`config.mk`:
```
export PLATFORM = sky130hd
export DESIGN_NAME = dmem_arbiter
export DESIGN_NICKNAME = d
export VERILOG_FILES = /design/src/rtl/dmem_arb_pkg.sv /design/src/rtl/dmem_arbiter_rr_arb2.sv /design/src/rtl/dmem_arbiter.sv
export SDC_FILE = /design/constraint.sdc
export NUM_CORES = 1
export LEC_CHECK = 0
export CORE_AREA = 4 4 117 119
export DETAILED_ROUTE_END_ITERATION = 6
export DIE_AREA = 0 0 121 123
export PLACE_DENSITY = 0.79
export SLEW_MARGIN = 10
export SYNTH_ARGS = -nofsm -noshare
export SYNTH_HDL_FRONTEND = slang
export SYNTH_SLANG_ARGS = --single-unit
```
`constraint.sdc`:
```
create_clock -name clk -period 2.8 [get_ports clk]
set_input_delay 0.7 -clock clk [delete_from_list [all_inputs] [get_ports clk]]
set_output_delay 0.7 -clock clk [all_outputs]
set_load 0.01 [all_outputs]
```
`src/rtl/dmem_arb_pkg.sv`:
```
// dmem_arb_pkg: shared FSM encoding, port indices and defaults for the data-memory arbiter
package dmem_arb_pkg;
   typedef enum logic [1:0] {IDLE = 2'd0, OWN0 = 2'd1, OWN1 = 2'd2} state_t;
   localparam int P_CORE = 0;
   localparam int P_LOAD = 1;
   localparam int DEPTH_DEF = 10001;
   localparam int LOCK_MAX_DEF = 16;
endpackage

```
`src/rtl/dmem_arbiter_rr_arb2.sv`:
```
// rr_arb2: two-input round-robin arbiter; on a tie the port opposite the last grant wins
module rr_arb2
   import dmem_arb_pkg::*;
(
   input  logic       clk,
   input  logic       rst,
   input  logic [1:0] req,
   input  logic [1:0] mask,
   input  logic       upd,
   output logic [1:0] gnt
);
   logic       ptr;
   logic [1:0] act;
   assign act = req & mask;
   assign gnt = (&act) ? (ptr ? 2'b01 : 2'b10) : act;
   always_ff @(posedge clk)
      if (rst) ptr <= 1'b1;
      else if (upd) ptr <= gnt[P_LOAD];
endmodule

```
`src/rtl/dmem_arbiter.sv`:
```
// dmem_arbiter: shares one word-addressed data memory between the core and loader ports
module dmem_arbiter
   import dmem_arb_pkg::*;
#(
   parameter int AW = 32,
   parameter int DW = 32,
   parameter int DEPTH = DEPTH_DEF,
   parameter int LOCK_MAX = LOCK_MAX_DEF
)(
   input  logic          clk,
   input  logic          rst,
   input  logic          req0,
   input  logic          req1,
   input  logic          we0,
   input  logic          we1,
   input  logic          lock0,
   input  logic          lock1,
   input  logic [AW-1:0] addr0,
   input  logic [AW-1:0] addr1,
   input  logic [DW-1:0] wdata0,
   input  logic [DW-1:0] wdata1,
   output logic          gnt0,
   output logic          gnt1,
   output logic          rvalid0,
   output logic          rvalid1,
   output logic [DW-1:0] rdata0,
   output logic [DW-1:0] rdata1,
   output logic          err0,
   output logic          err1,
   output logic [AW-1:0] mem_a,
   output logic [DW-1:0] mem_wd,
   output logic          mem_we,
   input  logic [DW-1:0] mem_rd
);
   localparam int CW = $clog2(LOCK_MAX + 1);
   localparam logic [AW-1:0] LIM = AW'(DEPTH);
   state_t        state, state_n;
   logic [CW-1:0] cnt, cnt_n, cnt_inc;
   logic [1:0]    req, lock, we, ok, mask, arb_gnt, gnt;
   logic          own;
   assign req = {req1, req0};
   assign lock = {lock1, lock0};
   assign we = {we1, we0};
   assign ok = {addr1 < LIM, addr0 < LIM};
   assign mask = (state == OWN0) ? 2'b01 : (state == OWN1) ? 2'b10 : 2'b11;
   rr_arb2 u_arb (.clk, .rst, .req, .mask, .upd(|gnt), .gnt(arb_gnt));
   assign gnt = rst ? 2'b00 : arb_gnt;
   assign {gnt1, gnt0} = gnt;
   assign own = (state == OWN1);
   assign cnt_inc = cnt + 1'b1;
   always_comb begin
      state_n = state;
      cnt_n = cnt;
      if (state == IDLE) begin
         if (LOCK_MAX > 1 && |(gnt & lock)) begin
            state_n = gnt[P_LOAD] ? OWN1 : OWN0;
            cnt_n = CW'(1);
         end
      end else if (state != OWN0 && state != OWN1) begin
         state_n = IDLE;
         cnt_n = '0;
      end else if (!req[own] || (gnt[own] && (!lock[own] || cnt_inc >= CW'(LOCK_MAX)))) begin
         state_n = IDLE;
         cnt_n = '0;
      end else if (gnt[own]) begin
         cnt_n = cnt_inc;
      end
   end
   always_ff @(posedge clk)
      if (rst) begin
         state <= IDLE;
         cnt <= '0;
      end else begin
         state <= state_n;
         cnt <= cnt_n;
      end
   // out-of-range writes are masked so they never reach the array
   assign mem_a = gnt[P_CORE] ? addr0 : gnt[P_LOAD] ? addr1 : '0;
   assign mem_wd = gnt[P_CORE] ? wdata0 : gnt[P_LOAD] ? wdata1 : '0;
   assign mem_we = |(gnt & we & ok);
   always_ff @(posedge clk)
      if (rst) begin
         rvalid0 <= 1'b0;
         rvalid1 <= 1'b0;
         err0 <= 1'b0;
         err1 <= 1'b0;
         rdata0 <= '0;
         rdata1 <= '0;
      end else begin
         rvalid0 <= gnt[P_CORE];
         rvalid1 <= gnt[P_LOAD];
         err0 <= gnt[P_CORE] & ~ok[P_CORE];
         err1 <= gnt[P_LOAD] & ~ok[P_LOAD];
         rdata0 <= (gnt[P_CORE] & ~we[P_CORE] & ok[P_CORE]) ? mem_rd : '0;
         rdata1 <= (gnt[P_LOAD] & ~we[P_LOAD] & ok[P_LOAD]) ? mem_rd : '0;
      end
endmodule

```
Word-level counts from Yosys, hierarchy flattened --
Cells that the tools add are included.
Word-level totals: register bits after elaboration 76, bits in latches 0, memory bits (writable) 0, ROM bits 0, bits of input ports 168, output and inout bits 135, logic and storage cells 77, memories 0
Operators by class: add/sub/neg operators 1, multipliers 0, divide/modulo/power cells 0, order comparisons 4, eq/ne operators 5, shift-type cells 0, muxes and demuxes 25, bitwise operators 16, reductions and logical operators 17
Operators by type and width (count):
- $mux 32 | 4
- $lt 32x14->1 const B | 2
- $mux 5 | 5
- $mux 2 | 9
- $reduce_or 2->1 | 5
- $and 2x2->2 | 4
- $mux 1 | 7
- $and 1x1->1 | 6
- $not 1->1 | 6
- $reduce_and 2->1 | 3
- $add 5x1->5 const B | 1
- $ge 5x5->1 const B | 1
- $ne 2x1->1 const B | 2
- $reduce_bool 4->1 | 1
- $reduce_bool 3->1 | 1
- $eq 2x1->1 const B | 1
- $eq 2x2->1 const B | 1
- $logic_and 1x1->1 | 2
- $logic_not 1->1 | 2
- $logic_not 2->1 | 1
- $logic_or 1x1->1 | 2
- $lt 1x2->1 const B | 1
- $ne 2x2->1 const B | 1

Logic depth before layout (Yosys ltp) --
depth in word-level cells 14, mapped depth 9, gate-level depth less buffers 7

By module --
From an unflattened synthesis, not the netlist that was laid out.
Unflattened totals: cell total of the unflattened synthesis 317, area, all modules 3184.3 um^2
Modules (own cells, without submodules):
- dmem_arbiter | times used 1, cells each 309, area each 3119.2 um^2, sequential area each 1501.4 um^2
- rr_arb2 | times used 1, cells each 8, area each 65.1 um^2, sequential area each 20.0 um^2

Least setup slack after synthesis --
Ideal clock, no wire load.
path type input to output, start in req0, end out mem_wd[22], arrival 1.935 ns, data required time 2.100 ns, path slack 0.165 ns, stages on the path 6, path buffers 2, path through and3b_1 > or3_1 > buf_2 > inv_1 > clkbuf_1 > a22o_1
On the way: longest elaborated chain between the ends 6
Ends and longest elaborated chain:
- start: declaration | line dmem_arbiter.sv:12 | input logic req0,
- $and 2x2->2 | line dmem_arbiter_rr_arb2.sv:14 | assign act = req & mask;
- $reduce_and 2->1 | line dmem_arbiter_rr_arb2.sv:15 | assign gnt = (&act) ? (ptr ? 2'b01 : 2'b10) : act;
- $mux 2 | line dmem_arbiter_rr_arb2.sv:15
- $mux 2 | line dmem_arbiter.sv:47 | assign gnt = rst ? 2'b00 : arb_gnt;
- net gnt1 | line dmem_arbiter.sv:23 | output logic gnt1,
- $mux 32 (2 in series) | line dmem_arbiter.sv:79 | assign mem_wd = gnt[P_CORE] ? wdata0 : gnt[P_LOAD] ? wdata1 : '0;
- end: declaration | line dmem_arbiter.sv:31 | output logic [DW-1:0] mem_wd,
The timed path passes the listed nets, and every way through them passes these cells.

Worst setup path after layout --
start reg state[1], end out mem_we
On the way: longest elaborated chain between the ends 10
Ends and longest elaborated chain:
- start: declaration | line dmem_arbiter.sv:37 | state_t state, state_n;
- start signal: assignment | line dmem_arbiter.sv:74 | state <= state_n;
- $eq 2x2->1 | line dmem_arbiter.sv:45 | assign mask = (state == OWN0) ? 2'b01 : (state == OWN1) ? 2'b10 : 2'b11;
- $mux 1 | line dmem_arbiter.sv:45
- $mux 2 (*) | line dmem_arbiter.sv:45
- $and 2x2->2 (*) | line dmem_arbiter_rr_arb2.sv:14
- $reduce_and 2->1 | line dmem_arbiter_rr_arb2.sv:15
- $mux 2 (*) | line dmem_arbiter_rr_arb2.sv:15
- $mux 2 (*) | line dmem_arbiter.sv:47
- $and 2x2->2 (*) (2 in series) | line dmem_arbiter.sv:80 | assign mem_we = |(gnt & we & ok);
- $reduce_or 2->1 (*) | line dmem_arbiter.sv:80
- end: declaration | line dmem_arbiter.sv:32 | output logic mem_we,
Mark *: on every way between the ends. The rest lies on a longest branch, timed or not.

==> summary.txt <==
layout cells sized above 1: 32.3%
Power Density: 470 nW/µm²
leak pwr: 3.36 nW
syn nets: 492
routed vias: 4,151
Startpoint Class: register
Crit. Startpoint: state[1]$_SDFFE_PP0P_
Mean Syn Cell Area: 10.1 µm²
clock slew at reported path FFs: 0.07 ns
Root Buffer: clkbuf_16
CTS Hold Bufs: 0
cts bufs inserted: 9
Synth Flop Type: dfxtp_1
DR vias/cell: 4.71
synth warn: 0
Worst Path Arrival: 2.25 ns
Worst Hold Launch: cnt[1]$_SDFFE_PP0P_
Hold Violations, Final: 0
first-pass GRT wire length: 24,300 µm
row cnt: 41
largest net degree at the start of global routing: 33
WL per Instance: 19.2 µm
post-synthesis cell area: 3230 µm²
DRT iter0 DRCs: 141
GRT Util Overall: 21.5%
Worst-Margin Slew: 0.432 ns
Seq cells post-synth: 76
Congestion Overflow GR: 0
Max Cap Viol: 0
Setup crit end kind: primary output
Initial Util: 25.7%
failing checks: negative setup slack
RSZ-0062 raised after global routing: true
Distinct cells, synth: 43
worst path required time: 2.10 ns
VDD IR max: 0.000269 V
placed cell areas: 6690 µm²
antenna-violating nets left: 0
setup violators final: 44
Sum Neg Setup Slack: -2.95 ns
GPL Wtd Cong: 0.940
Clock Sinks: 76
relative slew slack: 71.2%
fin crit period: 2.95 ns
clk_lat worst skew: 0.33 ns
WL final: 16,900 µm
Peak Freq: 339 MHz
DRC viols: 0
Place WS: -0.849 ns
Post-synth EDFFs: 0
R2R Path Start: state[1]$_SDFFE_PP0P_
Clock Skews: 0.0150 ns
I/O Buffers: 302
Die Wd: 121 µm
asr flop ratio synth: 0%
# IOs: 303
Max Buffers Root-to-Sink: 2
1st-pass router iterations: 4
crit path kind: reg -> out
H-tree level count: 3
vias in the first global route: 4,492
CTS tree: built
Mapped Cells: 319
Worst Hold Class: reg -> reg
worst-path maximum fanout: 3
total power: 0.00366 W
final net count: 877
Seq/Total Area, Yosys: 47.2%
initial antenna violation count: 1
die area: 14,900 µm²
design area: 7780 µm²
Die H: 123 µm
core area: 12,600 µm²
final worst-path cycle share: 105%
Slew Viols, Final: 0
fin worst setup slack: -0.147 ns
status: finished, violations left
DP HPWL: 11,600 µm
area grow syn2layout: 141%
## state kept, by name (all words and copies together) (netlist names)
name,flops
err0,1
cnt,5
u_arb.ptr,1
rvalid1,1
rvalid0,1
rdata1,32
state,2
err1,1
rdata0,32
## critical path, stage by stage (launching register included)
cell and delay [ns]:
dfxtp_2 0.35, buf_6 0.11, ha_4 0.14, and3b_1 0.19, or3_4 0.37, buf_4 0.16
nor4_4 0.27, a22o_1 0.19, buf_2 0.13
## cells in the final DEF (no fill, tap or decap), types with 3 or more instances in the layout
| cell type | count |
|---|---|
| dlygate4sd2_1 | 10 |
| inv_1 | 3 |
| nor3_1 | 3 |
| buf_8 | 5 |
| nand4_1 | 4 |
| nand2_1 | 5 |
| and2_1 | 65 |
| buf_6 | 33 |
| clkbuf_16 | 11 |
| dfxtp_1 | 74 |
| clkdlybuf4s15_1 | 3 |
| clkdlybuf4s50_1 | 202 |
| nand2b_1 | 6 |
| nor4_4 | 3 |
| a22o_1 | 65 |
| buf_16 | 5 |
| buf_2 | 49 |
| buf_12 | 12 |
| a21oi_1 | 4 |
| ha_4 | 3 |
| nor4_2 | 6 |
| buf_4 | 60 |
| clkbuf_2 | 4 |
| dlymetal6s2s_1 | 11 |
| nor2_1 | 4 |
| nand3_1 | 4 |
## worst paths after layout
path	cells after the start	end	slack, ns
max reg2reg	15	cnt[3]$_SDFFE_PP0P_	0.16
min reg2reg	2	cnt[1]$_SDFFE_PP0P_	0.49
max	8	mem_we	-0.15
min	2	cnt[1]$_SDFFE_PP0P_	0.49
## stage by stage
stage / util (%) / instances / hold WS, ns
finish: 61.9 / 882 / 0.492
global route: 61.9 / 882 / 0.539
CTS: 60.6 / 881 / 0.496
detailed placement: 53.2 / 808 / 0.488
global placement: 53.2 / 808 / 0.469
floorplan: - / 319 / 0.445
## kinds of logic after synthesis
group                      count (synthesis)  share of synthesized area (%)
AOI/OAI and AO/OA                         86                           22.6
muxes                                      2                          0.621
DFF                                       76                           47.2
adders and majority gates                  5                           1.94
buffers and inverters                     28                           4.11
and+or+nand+nor                          122                           23.5
## cell usage after synthesis, types with 3 or more instances
cell type	number	area, µm²
a21oi_1	5	25.0
a22o_1	65	569
and2_1	66	413
buf_2	13	65.1
buf_4	3	22.5
clkbuf_1	6	22.5
dfxtp_1	76	1520
ha_1	5	62.6
inv_1	6	22.5
nand2_1	6	22.5
nand2b_1	7	43.8
nand3_1	4	20.0
nand4_1	4	25.0
nor2_1	5	18.8
nor3_1	4	20.0
nor4_1	8	50.1
o21ai_0	3	15.0
## power breakdown
part           leakage (nW)  internal (W)  switching [W]
Sequential            0.614       0.00111      0.0000222
Combinational          2.60      0.000805       0.000559
Clock                 0.145      0.000720       0.000441
Total                  3.36       0.00263        0.00102
## routing by layer
| metal | vias to the layer above | global-route usage (%) | routed length (µm) |
|---|---|---|---|
| met2 | 232 | 40.4 | 9070 |
| met3 | 34 | 7.78 | 1610 |
| met4 | 0 | 10.2 | 499 |
| met5 | - | 0 | 0 |
| met1 | 1946 | 20.8 | 5760 |
| li1 | 1939 | - | - |
## final cells by class
type / count / area, µm²
antenna: 1 / 2.50
clock buffer: 10 / 239
clock inverter: 6 / 71.3
fill: 1000 / 4790
inverter: 6 / 48.8
multi-input combinational: 215 / 1810
sequential: 76 / 1520
tap: 172 / 215
timing repair buffer: 396 / 3870
## what timing repair did
action / CTS / global route
setup endpoints to repair: 67 / 73
pin swaps: 44 / 50
gates resized for setup: 369 / 86
buffers inserted: 45 / 15
gates cloned: 12 / 3
Note: power is estimated with default switching activity, not from simulation.
